<file path="src/rtl/uart_tx_arbiter_if.sv">
// Bundle between the byte-stream requesters, the uart_tx transmitter and the
// arbiter that shares it. The arbiter connects through the slave modport.
interface uart_tx_arbiter_if #(
   parameter int N_REQ = 4
);
   logic [N_REQ-1:0]   req_valid;
   logic [8*N_REQ-1:0] req_data;
   logic [N_REQ-1:0]   req_last;
   logic [N_REQ-1:0]   req_ready;
   logic [N_REQ-1:0]   grant;
   logic               start_trigger;
   logic [7:0]         tx_data;
   logic               tx_busy;
   logic               abort;

   // Handshake: byte i (req_data[8i+7:8i], flag req_last[i]) transfers on any
   // posedge where req_valid[i] & req_ready[i]; a requester keeps byte and
   // flag stable while req_valid[i] is high and the byte is not yet taken.
   modport master (
      output req_valid, req_data, req_last, tx_busy,
      input  req_ready, grant, start_trigger, tx_data, abort
   );
   modport slave (
      input  req_valid, req_data, req_last, tx_busy,
      output req_ready, grant, start_trigger, tx_data, abort
   );
endinterface

</file>
<file path="src/rtl/uart_tx_arbiter.sv">
// Round-robin, per-message arbiter in front of a single uart_tx. The owner
// keeps the transmitter until its 'last' byte has left the UART, or until it
// stalls in LOAD for LOCK_TIMEOUT cycles, which drops the lock with an abort.
module uart_tx_arbiter #(
   parameter int N_REQ        = 4,
   parameter int LOCK_TIMEOUT = 1_000_000
) (
   input  logic             clk,
   input  logic             rst,
   uart_tx_arbiter_if.slave bus,
   output logic [2:0]       dbg_state
);
   localparam int IW = $clog2(N_REQ);
   localparam int CW = $clog2(LOCK_TIMEOUT + 1);
   localparam logic [N_REQ-1:0] ONE = {{(N_REQ-1){1'b0}}, 1'b1};

   typedef enum logic [2:0] {IDLE, LOAD, START, WAIT_HI, WAIT_LO} state_t;

   state_t           state, state_nx;
   logic [N_REQ-1:0] grant_q, grant_nx;
   logic [IW-1:0]    owner_q, owner_nx;
   logic [IW-1:0]    rr_ptr, rr_ptr_nx;
   logic [7:0]       tx_data_q, tx_data_nx;
   logic             last_reg, last_nx;
   logic [CW-1:0]    cnt, cnt_nx;
   logic             start_q, start_nx;
   logic             abort_q, abort_nx;

   logic             pick_found;
   logic [IW-1:0]    pick_idx;
   logic [IW-1:0]    cand;
   logic [IW-1:0]    owner_inc;
   logic             accept;

   // Index 'base + k' wrapped into 0..N_REQ-1.
   function automatic logic [IW-1:0] wrap_add(input logic [IW-1:0] base, input int k);
      int s;
      s = int'(base) + k;
      if (s >= N_REQ) s = s - N_REQ;
      return IW'(s);
   endfunction

   assign owner_inc = wrap_add(owner_q, 1);
   assign accept    = (state == LOAD) && bus.req_valid[owner_q];

   // First requesting index at or above rr_ptr, wrapping around.
   always_comb begin
      pick_found = 1'b0;
      pick_idx   = '0;
      cand       = '0;
      for (int k = 0; k < N_REQ; k++) begin
         cand = wrap_add(rr_ptr, k);
         if (!pick_found && bus.req_valid[cand]) begin
            pick_found = 1'b1;
            pick_idx   = cand;
         end
      end
   end

   // Next-state and next-register values for the message sequencer.
   always_comb begin
      state_nx   = state;
      grant_nx   = grant_q;
      owner_nx   = owner_q;
      rr_ptr_nx  = rr_ptr;
      tx_data_nx = tx_data_q;
      last_nx    = last_reg;
      cnt_nx     = cnt;
      start_nx   = 1'b0;
      abort_nx   = 1'b0;
      case (state)
         IDLE: begin
            if (pick_found) begin
               grant_nx = ONE << pick_idx;
               owner_nx = pick_idx;
               state_nx = LOAD;
            end
         end
         LOAD: begin
            if (accept) begin
               tx_data_nx = bus.req_data[{owner_q, 3'b000} +: 8];
               last_nx    = bus.req_last[owner_q];
               cnt_nx     = '0;
               state_nx   = START;
            end else if (cnt == CW'(LOCK_TIMEOUT - 1)) begin
               // Owner stalled mid-message: drop the lock and move on.
               abort_nx  = 1'b1;
               grant_nx  = '0;
               rr_ptr_nx = owner_inc;
               cnt_nx    = '0;
               state_nx  = IDLE;
            end else begin
               cnt_nx = cnt + 1'b1;
            end
         end
         START: begin
            // Never pulse into a transmitter that is still busy.
            if (!bus.tx_busy) begin
               start_nx = 1'b1;
               state_nx = WAIT_HI;
            end
         end
         WAIT_HI: begin
            if (bus.tx_busy) state_nx = WAIT_LO;
         end
         WAIT_LO: begin
            if (!bus.tx_busy) begin
               if (last_reg) begin
                  grant_nx  = '0;
                  rr_ptr_nx = owner_inc;
                  state_nx  = IDLE;
               end else begin
                  state_nx = LOAD;
               end
            end
         end
         default: state_nx = IDLE;
      endcase
   end

   // State and datapath registers with synchronous reset.
   always_ff @(posedge clk) begin
      if (rst) begin
         state     <= IDLE;
         grant_q   <= '0;
         owner_q   <= '0;
         rr_ptr    <= '0;
         tx_data_q <= 8'h00;
         last_reg  <= 1'b0;
         cnt       <= '0;
         start_q   <= 1'b0;
         abort_q   <= 1'b0;
      end else begin
         state     <= state_nx;
         grant_q   <= grant_nx;
         owner_q   <= owner_nx;
         rr_ptr    <= rr_ptr_nx;
         tx_data_q <= tx_data_nx;
         last_reg  <= last_nx;
         cnt       <= cnt_nx;
         start_q   <= start_nx;
         abort_q   <= abort_nx;
      end
   end

   assign bus.req_ready     = (state == LOAD) ? grant_q : '0;
   assign bus.grant         = grant_q;
   assign bus.start_trigger = start_q;
   assign bus.tx_data       = tx_data_q;
   assign bus.abort         = abort_q;
   assign dbg_state         = state;
endmodule
</file>
<file path="src/flat_wrapper.sv">
// flat-port wrapper written by rule: the top's interface ports become plain ports
module uart_tx_arbiter_flat 
#(
   parameter int N_REQ        = 4,
   parameter int LOCK_TIMEOUT = 1_000_000
)
  (clk, rst, dbg_state, bus_req_valid, bus_req_data, bus_req_last, bus_tx_busy, bus_req_ready, bus_grant, bus_start_trigger, bus_tx_data, bus_abort);
  uart_tx_arbiter_if #(.N_REQ(N_REQ)) bus_i ();
  input  logic clk;
  input  logic rst;
  output logic [2:0] dbg_state;
  input wire logic [$bits(bus_i.req_valid)-1:0] bus_req_valid;
  input wire logic [$bits(bus_i.req_data)-1:0] bus_req_data;
  input wire logic [$bits(bus_i.req_last)-1:0] bus_req_last;
  input wire logic [$bits(bus_i.tx_busy)-1:0] bus_tx_busy;
  output wire logic [$bits(bus_i.req_ready)-1:0] bus_req_ready;
  output wire logic [$bits(bus_i.grant)-1:0] bus_grant;
  output wire logic [$bits(bus_i.start_trigger)-1:0] bus_start_trigger;
  output wire logic [$bits(bus_i.tx_data)-1:0] bus_tx_data;
  output wire logic [$bits(bus_i.abort)-1:0] bus_abort;
  assign bus_i.req_valid = bus_req_valid;
  assign bus_i.req_data = bus_req_data;
  assign bus_i.req_last = bus_req_last;
  assign bus_i.tx_busy = bus_tx_busy;
  assign bus_req_ready = bus_i.req_ready;
  assign bus_grant = bus_i.grant;
  assign bus_start_trigger = bus_i.start_trigger;
  assign bus_tx_data = bus_i.tx_data;
  assign bus_abort = bus_i.abort;
  uart_tx_arbiter #(.N_REQ(N_REQ), .LOCK_TIMEOUT(LOCK_TIMEOUT)) u_core (.clk(clk), .rst(rst), .bus(bus_i), .dbg_state(dbg_state));
endmodule
</file>
<file path="config.mk">
export PLATFORM = sky130hd
export DESIGN_NAME = uart_tx_arbiter_flat
export DESIGN_NICKNAME = d
export VERILOG_FILES = /design/src/rtl/uart_tx_arbiter_if.sv /design/src/rtl/uart_tx_arbiter.sv /design/src/flat_wrapper.sv
export SDC_FILE = /design/constraint.sdc
export NUM_CORES = 1
export LEC_CHECK = 0
export BUFFER_PORTS_ARGS = -buffer_cell sky130_fd_sc_hd__buf_2
export CAP_MARGIN = 20
export CORE_ASPECT_RATIO = 0.9
export CORE_UTILIZATION = 52
export CTS_CLUSTER_SIZE = 16
export DETAILED_ROUTE_END_ITERATION = 12
export MAX_ROUTING_LAYER = met4
export PLACE_DENSITY_LB_ADDON = 0.2
export SYNTH_ARGS = -nofsm -noshare
export SYNTH_HDL_FRONTEND = slang
export SYNTH_SLANG_ARGS = --single-unit
</file>
<file path="constraint.sdc">
create_clock -name clk -period 2.26 [get_ports clk]
set_input_delay 0.226 -clock clk [delete_from_list [all_inputs] [get_ports clk]]
set_output_delay 0.226 -clock clk [all_outputs]
set_load 0.02 [all_outputs]
</file>
### After elaboration in Yosys (flattened, before gate mapping)

Cells that the tools add are included.

| cells by class | value |
|---|---|
| add/sub/neg operators | 10 |
| $lt $le $gt $ge | 10 |
| equality and inequality tests | 13 |
| shift-type cells | 2 |
| mux-type cells | 49 |
| bitwise logic cells | 2 |
| reductions and logical operators | 17 |

Operators by type and width:

| cell | number |
|---|---|
| $mux 20 | 2 |
| $shiftx 32x6->8 | 1 |
| $mux 2 | 13 |
| $mux 4 | 6 |
| $add 20x1->20 const B | 1 |
| $eq 20x20->1 const B | 1 |
| $mux 3 | 6 |
| $lt 2x3->1 const B | 5 |
| $pmux 3 s5 | 1 |
| $mux 1 | 13 |
| $bmux 1 s2 | 6 |
| $ge 3x3->1 const B | 4 |
| $pmux 4 s3 | 1 |
| $reduce_and 5->1 | 2 |
| $sub 2x1->2 const B | 5 |
| $ne 2x2->1 const B | 4 |
| $add 2x1->3 const B | 2 |
| $add 2x2->3 const B | 2 |
| $eq 3x2->1 const B | 2 |
| $ne 2x1->1 const B | 3 |
| $reduce_and 6->1 | 1 |
| $logic_and 1x1->1 | 4 |
| $pmux 2 s2 | 1 |
| $reduce_and 2->1 | 2 |
| other kinds (12) | 15 |

| word-level totals | value |
|---|---|
| flip-flop bits (word level) | 42 |
| bits of input ports | 43 |
| logic and storage cells | 112 |

### Logic depth before layout (Yosys ltp)

Gate-level depths: netlist of the first run.

| logic depth | value |
|---|---|
| depth in word-level cells | 17 |
| gate-level depth with buffers | 8 |
| depth with buffers taken out | 7 |

### Worst setup path before layout of the first run

No wires, ideal clock.

| timing | value |
|---|---|
| path kind | register -> register |
| start | register u_core.owner_q[0] |
| end | register u_core.state[0], in the netlist u_core.dbg_state[0] |
| setup time | 0.128 ns |
| arrival time | 1.757 ns |
| data required time | 2.132 ns |
| path slack | 0.376 ns |
| cell stages (with the launch flop) | 6 |
| buffers on the path | 0 |
| clock period less this slack | 1.884 ns |
| path through | dfxtp_1 > mux4_2 > or3_4 > o21ai_1 > mux2i_1 > nor2_1 |

| between the ends | value |
|---|---|
| longest elaborated chain between the ends | 5 |
| elaborated cells on any way between the ends | 7 |

Ends and longest elaborated chain:

| item | line | text |
|---|---|---|
| from (decl) | uart_tx_arbiter.sv:21 | `logic [IW-1:0] owner_q, owner_nx;` |
| from (signal assigned) | uart_tx_arbiter.sv:136 | `owner_q <= owner_nx;` |
| $bmux 1 s2 * | uart_tx_arbiter.sv:44 | `assign accept = (state == LOAD) && bus.req_valid[owner_q];` |
| $mux 1 (implied by the code) * | uart_tx_arbiter.sv:44 |  |
| $logic_and 1x1->1 * | uart_tx_arbiter.sv:44 |  |
| $ne 3x1->1 (no source line) / $mux 3 (equally long branches) | - |  |
| $reduce_and 5->1 (no source line) / $pmux 3 s5 (equally long branches) | - |  |
| to (signal assigned) | uart_tx_arbiter.sv:134 | `state <= state_nx;` |
| to (decl) | uart_tx_arbiter.sv:19 | `state_t state, state_nx;` |

Every way passes the cells marked *; elsewhere a longest branch is shown, timed or not. The select of a mux whose other input is x is not followed.
A chain may end at the register's enable or synchronous reset.

### Final worst setup path of the first run

| timing | value |
|---|---|
| start | register u_core.owner_q[0] |
| end | register u_core.cnt[5] |

| between the ends | value |
|---|---|
| longest elaborated chain between the ends | 4 |

Ends and longest elaborated chain:

| item | line | text |
|---|---|---|
| $bmux 1 s2 | uart_tx_arbiter.sv:44 |  |
| $mux 1 (implied by the code) | uart_tx_arbiter.sv:44 |  |
| $logic_and 1x1->1 | uart_tx_arbiter.sv:44 |  |
| $mux 20 | uart_tx_arbiter.sv:80 | `if (accept) begin` |
| to (signal assigned) | uart_tx_arbiter.sv:140 | `cnt <= cnt_nx;` |
| to (decl) | uart_tx_arbiter.sv:25 | `logic [CW-1:0] cnt, cnt_nx;` |

Every way passes these cells. The select of a mux whose other input is x is not followed.

==> key figures, run 1 <==
Outcome
  – Status: finished clean

Logic synthesis
  – Ys async rst share: 0%
  – Mapped Avg Cell Area: 8.25 sq um
  – Area share of the largest cell type after synthesis: 37.2%
  – Mapped Area: 2260 sq um
  – Register area share after synthesis: 37.2%
  – Dominant synthesized flop cell: dfxtp_1
  – Top post-synthesis cells by area: dfxtp_1 37%, mux4_2 10%, nand2_1 8.3%, o21ai_0 5.3%, a21oi_1 5.1%
  – Post-synth EDFFs: 0
  – Post-synthesis instance total: 274
  – Netlist cell types: 43
  – Syn. warnings: 0
  – Syn Nets: 318
  – Post-synth top area cell: dfxtp_1
  – Post-synthesis register bit count: 42

Place
  – Placed Instances: 381
  – DP HPWL: 3.95 mm
  – Port-buffer cells: 63
  – Area of placed instances: 2640 sq um
  – Final GP Congestion: 0.872

Hold path
  – Hold Path Sink: u_core.dbg_state[2]$_SDFFE_PP0P_
  – Worst hold start: bus_tx_busy
  – HP Class: input port to register
  – Worst hold stages: 2

Critical path
  – CP max-delay cell: mux4_2
  – Reg2reg end: u_core.cnt[5]$_SDFFE_PP0N_
  – Buffers & Inverters on Critical Path: 1
  – R2R depth: 7
  – Critical path's largest stage delay: 0.65 ns
  – Setup crit end kind: register
  – Crit-path cells: mux4_2 > nor4_4 > o21a_1 > buf_4 > a21oi_1 > nand2b_1 > o31ai_1
  – Critical R2R Launch: u_core.owner_q[0]$_SDFFE_PP0P_
  – Crit Path Max Fanout: 13
  – WS Path Type: register to register
  – Startpoint types: register
  – Critical path data arrival time: 2.21 ns
  – Delay-heaviest family, CP: multiplexers
  – Reg2Reg Setup Slack: 0.25 ns
  – CP required: 2.47 ns

Global route
  – Vias in the first global route: 2026
  – Global Route Usage Sum: 25.9%
  – Largest net degree at the start of global routing: 18
  – GRT overflow: 0
  – First-pass GRT wire length: 9.12 mm
  – Initial antenna violation count: 0

STA
  – Maximum clock rate: 498 MHz
  – Fin. max-slew vios: 0
  – Final Skew: 0.00357 ns
  – RSZ-0062 raised after global routing: false
  – Tcrit/Tclk final: 88.9%
  – Worst rel slew slack: 64.2%
  – Setup-failing EPs final: 0
  – Total negative setup slack: 0 ns
  – Final Hold Slack: 0.241 ns
  – Fin. Hold Viols: 0
  – Slew @ Worst Pin: 0.535 ns
  – Final critical-path required period: 2.01 ns

Final layout
  – Nets: 384
  – Design area: 2730 sq um
  – Area Growth Syn to Fin: 20.5%
  – Layout cells sized above 1: 27.1%
  – Biggest register: u_core.cnt
  – Antenna Cells: 0
  – Max reg flops: 20
  – Cell Count, Final, Fillers Out: 388
  – Fin util: 66.0%

Floorplanning
  – Ports: 64
  – Starting Density: 54.8%
  – Die ar.: 4620 sq um
  – # rows: 22
  – Core ar.: 4130 sq um
  – Die Width: 71.5 um
  – Die Y: 64.6 um

Detailed routing
  – Remaining antenna violation count: 0
  – DR vias/cell: 5.83
  – Avg WL per Cell: 13.8 um
  – Routed WL: 5.36 mm
  – Post-route DRC violation count: 0
  – Total number of vias: 2261
  – 1st-pass router iterations: 4
  – Initial DRC Count: 175

Clock tree
  – Post-cts gate resize count: 0
  – CTS H-tree lvls: 2
  – TritonCTS clock tree: built
  – Setup Fix Bufs, Post-CTS: 0
  – CTS Hold Bufs: 0
  – Clock sinks: 42
  – Clock slew at reported path FFs: 0.08 ns
  – Clock Latency Late Sink: 0.29 ns
  – Clock buffer depth: 2
  – Root Driver: clkbuf_8
  – Cts bufs inserted: 5

Power
  – PwrDens: 761 nW/um^2
  – Max VDD drop: 364 uV
  – Lkg Pwr: 1.13 nW

Job
  – Total of max-cap violations: 0
-- where the power goes --
part           internal, mW  switching, mW  leakage, nW
combinational         0.302          0.446        0.752
clock                 0.213          0.241       0.0383
sequential            0.806         0.0678        0.341
-- routing by layer --
| layer | wire length [um] | vias to the layer above | part of all wire (%) | track usage [%] |
|---|---|---|---|---|
| met5 | 0 | - | 0 | - |
| met4 | 77 | 0 | 1.4 | 9.07 |
| met3 | 261 | 10 | 4.9 | 4.67 |
| met2 | 2310 | 79 | 43 | 38.7 |
| met1 | 2710 | 1039 | 51 | 35.4 |
| li1 | - | 1133 | - | - |
-- worst register-to-register path, cell delays in order (launching register included) --
cell	delay (ns)
dfxtp_1	0.37
mux4_2	0.65
nor4_4	0.26
o21a_1	0.17
buf_4	0.18
a21oi_1	0.07
nand2b_1	0.17
o31ai_1	0.06
-- per-stage QoR --
stage	setup WS (ns)	power [mW]
2_1_floorplan	0.376	1.41
3_3_place_gp	0.209	1.62
3_5_place_dp	0.170	1.63
4_1_cts	0.142	2.08
5_1_grt	0.0234	2.21
6_report	0.252	2.07
-- how the worst max path moves through the flow --
stage                                         from                                to  slack, ns  cells after the start
global placement        u_core.cnt[0]$_SDFFE_PP0N_       u_core.cnt[12]$_SDFFE_PP0N_       0.21                      7
detailed placement      u_core.cnt[0]$_SDFFE_PP0N_       u_core.cnt[12]$_SDFFE_PP0N_       0.17                      7
global route            u_core.cnt[1]$_SDFFE_PP0N_       u_core.cnt[12]$_SDFFE_PP0N_       0.02                      7
CTS                     u_core.cnt[0]$_SDFFE_PP0N_       u_core.cnt[12]$_SDFFE_PP0N_       0.14                      7
floorplan           u_core.owner_q[0]$_SDFFE_PP0P_  u_core.dbg_state[0]$_SDFFE_PP0P_       0.38                      5
finish              u_core.owner_q[0]$_SDFFE_PP0P_        u_core.cnt[5]$_SDFFE_PP0N_       0.25                      7
-- Yosys cell counts, types with 3 or more instances --
library cell / instances
clkbuf_1: 8
dfxtp_1: 42
and2_1: 6
nand2_1: 50
a31oi_1: 6
a22oi_1: 3
nand4_1: 4
mux4_2: 10
a21oi_1: 23
o22ai_1: 3
nor2b_1: 3
nor3_1: 4
o21ai_0: 24
nand3_1: 7
mux2i_1: 5
nor2_1: 26
o31ai_1: 5
nor4_1: 3
nand2b_1: 6
and3_1: 7
inv_1: 3
-- cell type report --
| class | instances | area (sq um) |
|---|---|---|
| fill | 357 | 1400 |
| multi-input combinational | 218 | 1370 |
| sequential | 42 | 842 |
| timing repair buffer | 70 | 368 |
| clock buffer | 7 | 76.3 |
| tap | 48 | 60.1 |
| inverter | 3 | 11.3 |
-- cells in the final DEF (no fill, tap or decap), drive strengths merged, types with 7 or more instances in the layout --
cell    instances
mux4           10
dfxtp          42
a21oi          23
and3            7
o21ai          26
nand3           7
clkbuf          7
buf            70
nor2           26
nand2          50
-- kinds of logic (layout without fill, tap and decap cells) --
kind of cell / Yosys count / count (layout) / synth area share, %
AND/OR/NAND/NOR: 129 / 129 / 28.3
multiplexers: 15 / 15 / 12.2
buffers and inverters: 14 / 80 / 2.66
XOR/XNOR: 1 / 1 / 0.387
AO/OA/AOI/OAI: 72 / 72 / 18.7
flip-flops: 42 / 42 / 37.2
adder cells (fa/ha/maj): 1 / 1 / 0.553
Power figures use the tool's default switching activity.
==> run 2, diff against run 1 <==
--- a/config.mk
+++ b/config.mk
@@ -8,11 +8,13 @@
 export BUFFER_PORTS_ARGS = -buffer_cell sky130_fd_sc_hd__buf_2
 export CAP_MARGIN = 20
 export CORE_ASPECT_RATIO = 0.9
-export CORE_UTILIZATION = 52
+export CORE_UTILIZATION = 54
+export CTS_BUF_LIST = sky130_fd_sc_hd__clkbuf_4 sky130_fd_sc_hd__clkbuf_8
 export CTS_CLUSTER_SIZE = 16
 export DETAILED_ROUTE_END_ITERATION = 12
 export MAX_ROUTING_LAYER = met4
 export PLACE_DENSITY_LB_ADDON = 0.2
+export SLEW_MARGIN = 40
 export SYNTH_ARGS = -nofsm -noshare
 export SYNTH_HDL_FRONTEND = slang
 export SYNTH_SLANG_ARGS = --single-unit
==> run 2 against run 1 <==
Effect of this change:
- maximum frequency shrank 4.1%
- critical path depth shrank 1
- cell area is essentially flat
- flip-flop and latch count is the same
- wire length shrank 2.3%
- largest cell class unchanged
==> key figures, run 2 (same netlist as run 1, synthesis figures left out) <==
Floorplanning
  – # rows: 21
  – Die ar.: 4450 sq um
  – Die Width: 70.2 um
  – Ports: 64
  – Starting Density: 58.5%
  – Die Y: 63.4 um
  – Core ar.: 3860 sq um

Final layout
  – Most common cell after layout, fill and taps aside: buf_2
  – Commonest cells after routing, fill and taps aside: 63 x buf_2, 50 x nand2_1, 42 x dfxtp_1
  – Max reg flops: 20
  – Biggest register: u_core.cnt
  – Nets: 383
  – Layout cells sized above 1: 27.4%
  – Area Growth Syn to Fin: 20.5%
  – Antenna Cells: 0

STA
  – RSZ-0062 raised after global routing: false
  – Fin. max-slew vios: 0
  – Tcrit/Tclk final: 92.7%
  – PnR worst setup slack: 0.165 ns
  – Fin. Hold Viols: 0
  – Slew @ Worst Pin: 0.519 ns
  – Final Skew: 0.00644 ns
  – Maximum clock rate: 477 MHz
  – Worst rel slew slack: 65.4%
  – Final critical-path required period: 2.09 ns
  – Total negative setup slack: 0 ns
  – Setup-failing EPs final: 0

Critical path
  – Reg2Reg Setup Slack: 0.17 ns
  – WS Path Type: register to register
  – CP required: 2.47 ns
  – Critical R2R Launch: u_core.owner_q[0]$_SDFFE_PP0P_
  – R2R depth: 6
  – Crit Path Max Fanout: 13
  – Startpoint types: register
  – Setup crit end kind: register
  – Reg2reg end: u_core.cnt[5]$_SDFFE_PP0N_
  – Critical path data arrival time: 2.30 ns

Global route
  – First-pass GRT wire length: 9.04 mm
  – Vias in the first global route: 2075
  – Initial antenna violation count: 0
  – Largest net degree at the start of global routing: 18
  – Global Route Usage Sum: 26.3%
  – GRT overflow: 0

Detailed routing
  – Post-route DRC violation count: 0
  – Remaining antenna violation count: 0
  – 1st-pass router iterations: 5
  – Routed WL: 5.23 mm
  – Total number of vias: 2277
  – Initial DRC Count: 209
  – DR vias/cell: 5.91
  – Avg WL per Cell: 13.6 um

Clock tree
  – Clock slew at reported path FFs: 0.08 ns
  – Cts bufs inserted: 5
  – Clock buffer depth: 2
  – Clock sinks: 42
  – Clock Latency Late Sink: 0.29 ns
  – CTS H-tree lvls: 2
  – Root Driver: clkbuf_8
  – Setup Fix Bufs, Post-CTS: 0
  – TritonCTS clock tree: built

Hold path
  – Worst hold start: bus_tx_busy
  – HP Class: input port to register
  – Worst hold stages: 2
  – Hold Path Sink: u_core.dbg_state[2]$_SDFFE_PP0P_

Place
  – Post-placement setup slack: 0.184 ns
  – DP HPWL: 3.95 mm
  – Port-buffer cells: 63
  – Final GP Congestion: 0.919

Power
  – PwrDens: 763 nW/um^2
  – Total power draw: 2.08 mW
  – Lkg Pwr: 1.13 nW
  – Max VDD drop: 382 uV

Job
  – Total of max-cap violations: 0

Outcome
  – Status: finished clean
run 2: cell count changes in the layout (fill, tap and decap cells not counted):
cell,delta
clkbuf_1,-2
clkbuf_4,+2
buf_4,-1
dfxtp_1,+1
dfxtp_2,-1
nor2_1,-1
nor2_2,+1
run 2: stage by stage:
| step | utilization [%] | instances | hold WS, ns | area (sq um) |
|---|---|---|---|---|
| global route | 70.5 | 385 | 0.246 | 2720 |
| global placement | 68.1 | 378 | 0.438 | 2630 |
| floorplan | - | 274 | 0.390 | 2260 |
| detailed placement | 68.1 | 378 | 0.445 | 2630 |
| CTS | 70.3 | 385 | 0.236 | 2710 |
| finish | 70.5 | 385 | 0.244 | 2720 |
run 2: worst max-delay path by stage:
| stage | startpoint | end | slack, ns | cells after the start |
|---|---|---|---|---|
| after global placement | u_core.cnt[0]$_SDFFE_PP0N_ | u_core.cnt[12]$_SDFFE_PP0N_ | 0.22 | 7 |
| after global routing | u_core.cnt[0]$_SDFFE_PP0N_ | u_core.cnt[12]$_SDFFE_PP0N_ | 0.02 | 7 |
| after floorplan | u_core.owner_q[0]$_SDFFE_PP0P_ | u_core.dbg_state[0]$_SDFFE_PP0P_ | 0.38 | 5 |
| after CTS | u_core.cnt[0]$_SDFFE_PP0N_ | u_core.cnt[12]$_SDFFE_PP0N_ | 0.17 | 7 |
| after detailed placement | u_core.cnt[0]$_SDFFE_PP0N_ | u_core.cnt[12]$_SDFFE_PP0N_ | 0.18 | 7 |
| final | u_core.owner_q[0]$_SDFFE_PP0P_ | u_core.cnt[5]$_SDFFE_PP0N_ | 0.17 | 6 |
run 2: timing repair:
action / 4_1_cts / 5_1_grt
hold buffers: 0 / 0
setup endpoints to repair: 0 / 4
resized for setup: 0 / 2
run 2: worst max-delay path, cell delays in order, from the launching register on:
cell and delay [ns]:
dfxtp_1 0.36, mux4_2 0.63, nor4_4 0.25, o21a_1 0.45, a21oi_1 0.11, nand2b_1 0.16
o31ai_1 0.06
run 2: layout make-up:
| class | count | area, sq um |
|---|---|---|
| clock buffer | 7 | 83.8 |
| fill | 318 | 1140 |
| inverter | 3 | 11.3 |
| multi-input combinational | 218 | 1370 |
| sequential | 42 | 841 |
| tap | 46 | 57.6 |
| timing repair buffer | 69 | 360 |
run 2: report_power, final:
part / internal (mW) / leakage, nW / switching [mW]
clock network: 0.237 / 0.0452 / 0.239
registers: 0.805 / 0.340 / 0.0645
logic: 0.298 / 0.746 / 0.436
total: 1.34 / 1.13 / 0.739
run 2: per-layer routing:
metal	wire length (um)	part of all wire [%]	up-vias	global-route usage [%]
met4	21	0.40	0	6.00
met3	427	8.2	2	6.88
met5	0	0	-	-
met2	2340	45	94	41.2
li1	-	-	1132	-
met1	2440	47	1049	34.2
==> run 3, diff against run 2 <==
--- a/config.mk
+++ b/config.mk
@@ -7,7 +7,6 @@
 export LEC_CHECK = 0
 export BUFFER_PORTS_ARGS = -buffer_cell sky130_fd_sc_hd__buf_2
 export CAP_MARGIN = 20
-export CORE_ASPECT_RATIO = 0.9
 export CORE_UTILIZATION = 54
 export CTS_BUF_LIST = sky130_fd_sc_hd__clkbuf_4 sky130_fd_sc_hd__clkbuf_8
 export CTS_CLUSTER_SIZE = 16
==> constraint.sdc (replaced) <==
create_clock -name clk -period 2.26 [get_ports clk]
set_input_delay 0.226 -clock clk [delete_from_list [all_inputs] [get_ports clk]]
set_output_delay 0.226 -clock clk [all_outputs]
set_load 0.05 [all_outputs]
==> run 3 against run 2 <==
Effect of this change:
- hold slack got worse by 0.029 ns
- maximum frequency rose by 3.1%
- register-to-register slack improved by 0.06 ns
- via count fell by 0.88%
- non-clock buffer count rose by 4
- wire length rose by 3.4%
- die area barely moved
- highest routed layer unchanged
==> key figures, run 3 (same netlist as run 1, synthesis figures left out) <==
Hold path
  – Worst hold start: rst
  – Worst hold stages: 2
  – HP Class: input port to register

Final layout
  – Design area: 2760 sq um
  – Nets: 387
  – Most common cell after layout, fill and taps aside: buf_2
  – Area of the multi-input gates: 1370 sq um
  – Fin util: 68.9%
  – Layout cells sized above 1: 28.0%
  – Area Growth Syn to Fin: 21.9%
  – Commonest cells after routing, fill and taps aside: 63 x buf_2, 50 x nand2_1, 42 x dfxtp_1
  – Antenna Cells: 0
  – Biggest register: u_core.cnt
  – Filler cells: 332
  – Cell Count, Final, Fillers Out: 393
  – Storage cell area: 841 sq um
  – Max reg flops: 20

STA
  – RSZ-0062 raised after global routing: false
  – Slew @ Worst Pin: 0.530 ns
  – Setup-failing EPs final: 0
  – Fin. Hold Viols: 0
  – Fin. max-slew vios: 0
  – Total negative setup slack: 0 ns
  – Worst rel slew slack: 64.4%
  – Final critical-path required period: 2.03 ns
  – Final Skew: 0.00440 ns
  – Maximum clock rate: 492 MHz
  – Tcrit/Tclk final: 89.9%

Critical path
  – Delay-heaviest family, CP: compound AO/OA/AOI/OAI gates
  – Origin of the worst setup path: u_core.cnt[0]$_SDFFE_PP0N_
  – Critical path's largest stage delay: 0.46 ns
  – CP required: 2.43 ns
  – Critical path depth: 7
  – CP max-delay cell: o21ai_4
  – Buffers & Inverters on Critical Path: 0
  – R2R depth: 7
  – Crit Path Max Fanout: 16
  – Critical R2R Launch: u_core.cnt[0]$_SDFFE_PP0N_
  – Crit-path cells: ha_1 > and3_1 > nand4_1 > o21ai_4 > nor2_1 > o21ai_0 > o41ai_2
  – WS Path Type: register to register
  – Setup crit end kind: register
  – Critical path data arrival time: 2.21 ns
  – Startpoint types: register

Clock tree
  – Clock buffer depth: 2
  – Clock slew at reported path FFs: 0.07 ns
  – Root Driver: clkbuf_8
  – Post-cts gate resize count: 0
  – TritonCTS clock tree: built
  – CTS Hold Bufs: 0
  – Cts bufs inserted: 5
  – Clock Latency Late Sink: 0.30 ns
  – Setup Fix Bufs, Post-CTS: 0
  – Clock sinks: 42
  – CTS H-tree lvls: 2

Place
  – Final GP Congestion: 0.854
  – Area of placed instances: 2670 sq um
  – DP HPWL: 4.03 mm
  – Port-buffer cells: 63
  – Placed Instances: 386

Floorplanning
  – Ports: 64
  – Core ar.: 4000 sq um
  – Starting Density: 56.5%
  – # rows: 23
  – Die Width: 66.7 um
  – Die Y: 66.7 um
  – Die ar.: 4450 sq um

Global route
  – Largest net degree at the start of global routing: 25
  – Global Route Usage Sum: 27.0%
  – Initial antenna violation count: 0
  – First-pass GRT wire length: 8.71 mm
  – GRT overflow: 0
  – Vias in the first global route: 1956

Detailed routing
  – DR vias/cell: 5.74
  – Post-route DRC violation count: 0
  – Routed WL: 5.41 mm
  – Initial DRC Count: 108
  – 1st-pass router iterations: 4
  – Avg WL per Cell: 13.8 um
  – Remaining antenna violation count: 0
  – Total number of vias: 2257

Outcome
  – Status: finished clean

Job
  – Total of max-cap violations: 0

Power
  – Max VDD drop: 630 uV
  – PwrDens: 816 nW/um^2
  – Lkg Pwr: 1.15 nW
  – Total power draw: 2.25 mW
==> run 3: cell count changes in the layout (fill, tap and decap cells not counted), sizes merged <==
cell,before,now
buf,69,73
==> run 3: report_power, final <==
| part | internal, mW | switching (mW) |
|---|---|---|
| combinational | 0.324 | 0.575 |
| clock | 0.237 | 0.244 |
| sequential | 0.805 | 0.0653 |
| total | 1.37 | 0.885 |
==> run 3: area by class of cell <==
type	instances	area share [%]
Multi-Input combinational cell	218	49.6
Timing Repair Buffer	73	14.2
Sequential cell	42	30.5
Tap cell	50	2.27
Clock buffer	7	3.04
Inverter	3	0.409
==> run 3: stage by stage <==
step	setup slack (ns)	hold slack, ns
finish	0.228	0.215
global placement	0.208	0.439
CTS	0.121	0.200
global route	0.0131	0.211
floorplan	0.268	0.390
detailed placement	0.144	0.443
==> run 3: final timing paths <==
kind	end	slack [ns]
worst max register to register	u_core.cnt[12]$_SDFFE_PP0N_	0.23
worst min register to register	u_core.bus.tx_data[2]$_SDFFE_PP0N_	0.45
worst min-delay path	u_core.cnt[8]$_SDFFE_PP0N_	0.22
worst max-delay path	u_core.cnt[12]$_SDFFE_PP0N_	0.23
==> run 3: metal layers <==
layer	global-route usage (%)	part of all wire [%]	up-vias
li1	-	-	1130
met2	44.4	49	77
met1	32.3	44	1038
met3	4.45	4.9	12
met5	-	0	-
met4	12.0	2.2	0
